$ cat src/rtl/wdt_timeout_ctrl.sv
// Two-stage watchdog timeout escalation: first unserviced timeout raises irq,
// second one issues a fixed-length system-reset request. Keyed kicks reload the timer.
module wdt_timeout_ctrl #(
    parameter int          RST_PULSE_W = 16,            // 1..255
    parameter logic [31:0] KICK_KEY    = 32'hACCE_55ED
) (
    input  logic        clk,
    input  logic        rst_n,
    input  logic        en,
    input  logic        wdtov,
    input  logic        kick_valid,
    input  logic [31:0] kick_data,
    input  logic        irq_clr,
    output logic        reload_req,
    output logic        irq,
    output logic        bad_key,
    output logic        sys_rst_req,
    output logic [1:0]  state,
    output logic [7:0]  tmo_count
);

    typedef enum logic [1:0] {
        S_IDLE  = 2'd0,
        S_ARMED = 2'd1,
        S_WARN  = 2'd2,
        S_RESET = 2'd3
    } state_e;

    // Counter is loaded with W-1 on entry so the RESET state lasts exactly W cycles.
    localparam logic [7:0] PULSE_LOAD = 8'(RST_PULSE_W - 1);

    state_e      state_q, state_d;
    logic [7:0]  cnt_q, cnt_d;
    logic [7:0]  tmo_q, tmo_d;
    logic        irq_q, irq_d;
    logic        bad_key_q, bad_key_d;
    logic        reload_q, reload_d;
    logic        sys_rst_q, sys_rst_d;
    logic        wdtov_q;

    logic        ev;
    logic        key_ok;
    logic        valid_kick;
    logic        bad_kick;
    logic        tmo_inc;

    assign ev         = en & wdtov & ~wdtov_q;
    assign key_ok     = (kick_data == KICK_KEY);
    assign valid_kick = kick_valid & key_ok;
    assign bad_kick   = kick_valid & ~key_ok;

    always_comb begin
        state_d   = state_q;
        cnt_d     = cnt_q;
        irq_d     = irq_q;
        bad_key_d = bad_key_q;
        reload_d  = 1'b0;
        tmo_inc   = 1'b0;

        // Clear first so that any set condition below takes priority.
        if (irq_clr) begin
            irq_d     = 1'b0;
            bad_key_d = 1'b0;
        end

        if (bad_kick && (state_q != S_RESET)) begin
            irq_d     = 1'b1;
            bad_key_d = 1'b1;
        end

        case (state_q)
            S_IDLE: begin
                if (en) begin
                    state_d = S_ARMED;
                end
            end
            S_ARMED: begin
                if (!en) begin
                    state_d = S_IDLE;
                end else if (valid_kick) begin
                    reload_d = 1'b1;
                end else if (ev) begin
                    state_d = S_WARN;
                    irq_d   = 1'b1;
                    tmo_inc = 1'b1;
                end
            end
            S_WARN: begin
                if (!en) begin
                    state_d = S_IDLE;
                end else if (valid_kick) begin
                    state_d  = S_ARMED;
                    reload_d = 1'b1;
                end else if (ev) begin
                    state_d = S_RESET;
                    cnt_d   = PULSE_LOAD;
                    tmo_inc = 1'b1;
                end
            end
            S_RESET: begin
                // Kicks, events and enable changes are deliberately ignored here.
                if (cnt_q == 8'd0) begin
                    state_d = en ? S_ARMED : S_IDLE;
                end else begin
                    cnt_d = cnt_q - 8'd1;
                end
            end
            default: state_d = S_IDLE;
        endcase

        tmo_d = tmo_q;
        if (tmo_inc && (tmo_q != 8'hFF)) begin
            tmo_d = tmo_q + 8'd1;
        end

        sys_rst_d = (state_d == S_RESET);
    end

    always_ff @(posedge clk or negedge rst_n) begin
        if (!rst_n) begin
            state_q   <= S_IDLE;
            cnt_q     <= 8'd0;
            tmo_q     <= 8'd0;
            irq_q     <= 1'b0;
            bad_key_q <= 1'b0;
            reload_q  <= 1'b0;
            sys_rst_q <= 1'b0;
            wdtov_q   <= 1'b1;   // timer reads 0 out of reset; that is not a timeout
        end else begin
            state_q   <= state_d;
            cnt_q     <= cnt_d;
            tmo_q     <= tmo_d;
            irq_q     <= irq_d;
            bad_key_q <= bad_key_d;
            reload_q  <= reload_d;
            sys_rst_q <= sys_rst_d;
            wdtov_q   <= wdtov;
        end
    end

    assign reload_req  = reload_q;
    assign irq         = irq_q;
    assign bad_key     = bad_key_q;
    assign sys_rst_req = sys_rst_q;
    assign state       = state_q;
    assign tmo_count   = tmo_q;

endmodule

$ cat config.mk
export PLATFORM = sky130hd
export DESIGN_NAME = wdt_timeout_ctrl
export DESIGN_NICKNAME = d
export VERILOG_FILES = /design/src/rtl/wdt_timeout_ctrl.sv
export SDC_FILE = /design/constraint.sdc
export NUM_CORES = 1
export LEC_CHECK = 0
export ABC_CLOCK_PERIOD_IN_PS = 2100
export BUFFER_PORTS_ARGS = -buffer_cell sky130_fd_sc_hd__clkbuf_2
export CORE_UTILIZATION = 44
export DETAILED_ROUTE_END_ITERATION = 6
export PLACE_DENSITY = 0.75
export SETUP_SLACK_MARGIN = 0.3
export SYNTH_ARGS = -nofsm -noshare
export SYNTH_HDL_FRONTEND = slang
export SYNTH_SLANG_ARGS = --single-unit
$ cat constraint.sdc
create_clock -name clk -period 2.1 [get_ports clk]
set_input_delay 0.315 -clock clk [delete_from_list [all_inputs] [get_ports clk]]
set_output_delay 0.315 -clock clk [all_outputs]
set_load 0.05 [all_outputs]
==> flow_summary.yaml, run 1 <==
status:
  status: "finished, final reports clean"
timing:
  setup_viol: 0
  slew_violations: 0
  grt_setup_unrepaired: "true"
  period_needed_ps: 1900
  skew_ps: 2.34
  fin_ws_ps: 201
  max_slew_margin_pct: 61.9
  fmax_mhz: 527
  period_share_pct: 90.4
  worst_pin_slew_ps: 572
  fin_tns_setup_ps: 0
  hold_viol_final: 0
pwr:
  vdd_drop_max_mv: 0.387
  pwr-share-clk_pct: 12.2
  seqPwrFrac_pct: 37.7
  p_int_uw: 970
  power_switching_uw: 766
  power_density_mw_per_mm2: 848
  switching_share_pct: 44.1
  p_leak_uw: 0.000950
  comb_power_share_pct: 50.1
layout:
  layout.nets: 267
  nFillCells: 240
  syn2layout_area_growth_pct: 40.4
  post-route-util_pct: 66.0
  final_area_mm2: 0.00205
  layout-drive-gt1-share_pct: 44.3
  diodes: 0
logic_synthesis:
  syn-num-nets: 194
  syn_inst: 149
  seq_area_frac_synth_pct: 39.5
  avgSynthCellArea_um2: 9.79
  ys_ff_latch: 23
  syn-cell-area_mm2: 0.00146
  synth-edff-count: 0
  synthArstFlopShare_pct: 100
  synth_ff_type: "dfrtp_1"
  yosysWarnings: 0
  yosysUniqueCellTypes: 48
route:
  wire_per_inst_um: 14.2
  drtIter0Drc: 65
  firstDrtPassIters: 5
  ant_nets: 0
  vias: 1494
  drc_errors: 0
  viasPerCell: 5.64
  wl_mm: 3.77
placement:
  post-place-ws_ps: 141
  place_hpwl_mm: 2.63
  numPortBuffers: 51
  routabilityCongestion: 0.887
  dpl_cell_area_mm2: 0.00183
min_path:
  hp-class: "in -> reg"
clock_network:
  clockRootBuffer: "clkbuf_4"
  htreeDepth: 1
  cts_buffer_depth: 2
  cts_buffers: 3
  insertion_delay_ps: 320
  cts_tree: "built"
  cts.sinks: 23
  path_clk_slew_ps: 130
floorplanning:
  die_h_um: 59.6
  die_x_um: 59.6
  core_mm2: 0.00310
  die_area_mm2: 0.00355
  row_count: 20
  start_util_pct: 47.0
  ios: 52
run:
  cap_violations: 0
setup_path:
  slowest_delay_ps: 460
  crit_chain: "buf_4 -> ha_4 -> buf_4 -> and4_1 -> buf_4 -> or4_1 -> a21oi_1"
  required_ps: 2360
  cp-start-kind: "register"
  crit_slowest_cell: "or4_1"
  worstPathArrival_ps: 2150
  worstSetupEndpointType: "register"
  crit_path_frequent_cell: "buf_4"
  path_max_fanout: 8
  crit_type: "reg -> reg"
  r2r_slack_ps: 200
global_route:
  antenna_found_initial: 0
  first_global_vias: 1436
  grt_use_total_pct: 23.6
  grt_pass1_wl_mm: 6.21
  grt_max_degree: 24
  grt_overflow: 0
[power by group through the flow]
| stage | Combinational, µW | Sequential [µW] | Clock (µW) |
|---|---|---|---|
| 2_1_floorplan | 345 | 815 | 0 |
| 3_3_place_gp | 679 | 658 | 0 |
| 3_5_place_dp | 697 | 666 | 0 |
| 4_1_cts | 801 | 654 | 215 |
| 5_1_grt | 935 | 671 | 237 |
| 6_report | 869 | 655 | 212 |
[cell families (layout without fill, tap and decap cells)]
kind of cell / Yosys count / after routing / synth area share [%]
and+or+nand+nor: 62 / 62 / 28.6
buffers and inverters: 15 / 87 / 4.20
AOI/OAI and AO/OA: 33 / 33 / 15.9
muxes: 2 / 2 / 1.54
DFF: 23 / 23 / 39.5
adders and majority gates: 7 / 7 / 6.00
xor gates and xnor gates: 7 / 7 / 4.20
[cells in the mapped netlist, types with 2 or more instances]
| master | n | area [µm²] |
|---|---|---|
| a21oi_1 | 6 | 30.0 |
| nor4_4 | 2 | 42.5 |
| nand2_1 | 12 | 45.0 |
| and3_1 | 3 | 18.8 |
| nand4_1 | 6 | 37.5 |
| nor2_1 | 4 | 15.0 |
| dfrtp_1 | 22 | 551 |
| and2_1 | 2 | 12.5 |
| nor3_1 | 3 | 15.0 |
| nand3_1 | 7 | 35.0 |
| nand2b_1 | 2 | 12.5 |
| mux2_2 | 2 | 22.5 |
| ha_1 | 7 | 87.6 |
| o21ai_0 | 8 | 40.0 |
| inv_1 | 13 | 48.8 |
| xnor2_1 | 6 | 52.6 |
| nand4b_1 | 4 | 35.0 |
| and4_1 | 2 | 17.5 |
| a31oi_1 | 2 | 12.5 |
| nand4bb_1 | 5 | 56.3 |
| or3_1 | 2 | 12.5 |
| or4_1 | 2 | 15.0 |
| o21a_1 | 2 | 15.0 |
[cells in the final DEF (no fill, tap or decap), drive strengths merged, types with 3 or more instances in the layout]
| master | synthesis | final |
|---|---|---|
| nor3 | 3 | 3 |
| buf | 2 | 18 |
| dfrtp | 22 | 22 |
| o21ai | 8 | 8 |
| inv | 13 | 13 |
| nand4 | 6 | 6 |
| nand4b | 4 | 4 |
| nand3 | 7 | 7 |
| nand4bb | 5 | 5 |
| xnor2 | 6 | 6 |
| clkbuf | 0 | 55 |
| and3 | 3 | 3 |
| nor4 | 3 | 3 |
| ha | 7 | 7 |
| nand2 | 12 | 12 |
| a21oi | 6 | 6 |
| nor2 | 4 | 4 |
[critical path: cells and delay by family (launching register included)]
| family | cells | cell delay [ps] |
|---|---|---|
| buffers and inverters | 3 | 440 |
| AOI/OAI and AO/OA | 1 | 140 |
| and+or+nand+nor | 2 | 630 |
| DFF | 1 | 450 |
| adders and majority gates | 1 | 170 |
[flip-flops by register name (all words and copies together), names as in the netlist]
signal,cells
cnt_q,8
tmo_count,8
state,2
bad_key,1
irq,1
reload_req,1
sys_rst_req,1
wdtov_q,1
[through the flow]
stage	power, µW	hold WS [ps]	cells
after detailed placement	1360	338	246
after global placement	1340	322	246
after global routing	1840	77.4	265
after floorplan	1160	19.4	149
final	1740	93.4	265
after CTS	1670	83.2	260
[cell type report]
type | count | area, µm² | share of cell area, %
multi-input combinational | 111 | 931 | 45.4
inverter | 13 | 51.3 | 2.50
sequential | 23 | 581 | 28.3
tap | 44 | 55.1 | 2.69
clock buffer | 4 | 26.3 | 1.28
timing repair buffer | 70 | 404 | 19.7
[layer usage]
layer	share of wire, %	track usage [%]
met5	0	0
met4	2.2	9.30
met3	6.0	3.49
met2	50	43.3
met1	42	27.3
[final timing paths]
check,startpoint,to,cells past startpoint
setup / recovery,state[1],cnt_q[7],7
hold / removal,wdtov,wdtov_q,1
setup reg to reg,state[1],cnt_q[7],7
hold reg to reg,tmo_count[5],tmo_count[5],1
max in group asynchronous,rst_n,tmo_count[2],2
min in group asynchronous,rst_n,tmo_count[0],2
[timing repair]
item | 4_1_cts | 5_1_grt
gates cloned | 0 | 0
pin swaps | 11 | 3
hold buffers | 1 | 0
setup buffers | 9 | 5
resized for setup | 11 | 7
setup endpoints to repair | 16 | 19
endpoints found under the hold margin | 22 | 0
No activity file was read; power rests on OpenSTA's default activity.
==> run 2, diff against run 1 <==
--- a/config.mk
+++ b/config.mk
@@ -5,11 +5,11 @@
 export SDC_FILE = /design/constraint.sdc
 export NUM_CORES = 1
 export LEC_CHECK = 0
-export ABC_CLOCK_PERIOD_IN_PS = 2100
 export BUFFER_PORTS_ARGS = -buffer_cell sky130_fd_sc_hd__clkbuf_2
 export CORE_UTILIZATION = 44
 export DETAILED_ROUTE_END_ITERATION = 6
 export PLACE_DENSITY = 0.75
+export RECOVER_POWER = 50
 export SETUP_SLACK_MARGIN = 0.3
 export SYNTH_ARGS = -nofsm -noshare
 export SYNTH_HDL_FRONTEND = slang
==> run 2 against run 1 <==
  * Utilization is 0.56 points lower
  * Critical path type unchanged
  * Worst setup slack better by 3.6 ps
  * Largest power group unchanged
  * Clock power hardly changed
  * Routed wire length is 0.24% higher
  * Critical path depth stayed put
==> flow_summary.yaml, run 2 (synthesized netlist as in run 1, its figures left out) <==
clock_network:
  clockRootBuffer: "clkbuf_4"
  cts_buffer_depth: 2
  htreeDepth: 1
  cts_buffers: 3
  cts.sinks: 23
  cts_tree: "built"
  path_clk_slew_ps: 130
  insertion_delay_ps: 320
setup_path:
  crit_chain: "buf_4 -> ha_4 -> buf_4 -> and4_1 -> buf_4 -> or4_1 -> a21oi_1"
  reg2reg_from: "state[1]"
  cp-start-kind: "register"
  rr_worst_depth: 7
  critPathBufInv: 3
  crit_type: "reg -> reg"
  r2r_end: "cnt_q[7]"
  worst-path-stages: 7
  path_max_fanout: 8
  cp-startpoint: "state[1]"
  worstSetupEndpointType: "register"
  slowest_delay_ps: 460
  required_ps: 2360
  crit_path_frequent_cell: "buf_4"
  crit_slowest_cell: "or4_1"
  worst_path_dominant_cell_family: "simple AND/OR/NAND/NOR gates"
  worstPathArrival_ps: 2150
  crit_end: "cnt_q[7]"
  r2r_slack_ps: 200
pwr:
  power_density_mw_per_mm2: 854
  vdd_drop_max_mv: 0.386
  p_leak_uw: 0.000915
layout:
  layout-drive-gt1-share_pct: 41.2
  final_common_cell: "clkbuf_2"
  multi_input_area_um2: 922
  syn2layout_area_growth_pct: 39.2
  seqCellArea_um2: 581
  final_cell_mix: "clkbuf_2, dfrtp_1, buf_4"
  nFillCells: 247
  diodes: 0
  layout.nets: 267
route:
  drtIter0Drc: 57
  wl_mm: 3.77
  firstDrtPassIters: 4
  ant_nets: 0
  vias: 1496
  drc_errors: 0
  wire_per_inst_um: 14.2
  viasPerCell: 5.65
timing:
  period_share_pct: 90.3
  fin_tns_setup_ps: 0
  hold_viol_final: 0
  worst_pin_slew_ps: 1230
  setup_viol: 0
  max_slew_margin_pct: 18.2
  grt_setup_unrepaired: "true"
  fin_ws_ps: 204
  slew_violations: 0
  period_needed_ps: 1900
  skew_ps: 2.07
  fmax_mhz: 528
status:
  status: "finished, final reports clean"
placement:
  numPortBuffers: 51
  routabilityCongestion: 0.887
  post-place-ws_ps: 141
  place_hpwl_mm: 2.63
global_route:
  grt_max_degree: 24
  grt_pass1_wl_mm: 6.21
  grt_overflow: 0
  antenna_found_initial: 0
  first_global_vias: 1436
  grt_use_total_pct: 23.6
floorplanning:
  die_area_mm2: 0.00355
  die_x_um: 59.6
  row_count: 20
  ios: 52
  die_h_um: 59.6
  core_mm2: 0.00310
  start_util_pct: 47.0
min_path:
  hp-class: "in -> reg"
run:
  cap_violations: 0
[run 2: changes by cell type in the layout (fill, tap and decap cells not counted)]
| cell | change |
|---|---|
| nor4_2 | +1 |
| nor4_4 | -1 |
| clkbuf_2 | -7 |
| clkbuf_1 | +7 |
[run 2: how the worst min path moves through the flow]
stage               start            to  slack, ps  cells past startpoint
finish              wdtov       wdtov_q        100                      1
global placement    rst_n       bad_key        320                      1
detailed placement  rst_n  tmo_count[1]        340                      1
CTS                 wdtov       wdtov_q         80                      1
global route        wdtov       wdtov_q         80                      1
floorplan           rst_n       bad_key         20                      0
[run 2: layer usage]
metal,wire length (µm),global-route usage [%]
met1,1590,27.3
met2,1870,43.3
met3,225,3.49
met4,83,9.30
met5,0,0
[run 2: area by class of cell]
cell class                      instances  area share [%]
Timing Repair Buffer                   70            19.5
Tap cell                               44            2.71
Inverter                               13            2.53
Clock buffer                            4            1.29
Multi-Input combinational cell        111            45.4
Sequential cell                        23            28.6
[run 2: timing repair]
action / in CTS / in global routing
setup endpoints to repair: 16 / 19
resized for setup: 11 / 7
hold buffers: 1 / 0
endpoints found under the hold margin: 22 / 0
pin swaps: 11 / 3
buffers inserted: 9 / 5
gates cloned: 0 / 0
[run 2: stage by stage]
stage / hold WS [ps] / cells / instance area, µm² / utilization (%) / total power [µW]
final: 102 / 265 / 2030 / 65.4 / 1730
after global routing: 82.2 / 265 / 2030 / 65.4 / 1840
after CTS: 83.2 / 260 / 1980 / 63.7 / 1670
after detailed placement: 338 / 246 / 1830 / 58.9 / 1360
after global placement: 322 / 246 / 1830 / 58.9 / 1340
after floorplan: 19.4 / 149 / 1510 / - / 1160
[run 2: power breakdown]
| group | internal [µW] | switching, µW |
|---|---|---|
| Clock | 74.5 | 139 |
| Sequential | 541 | 114 |
| Combinational | 353 | 514 |
| Total | 968 | 767 |
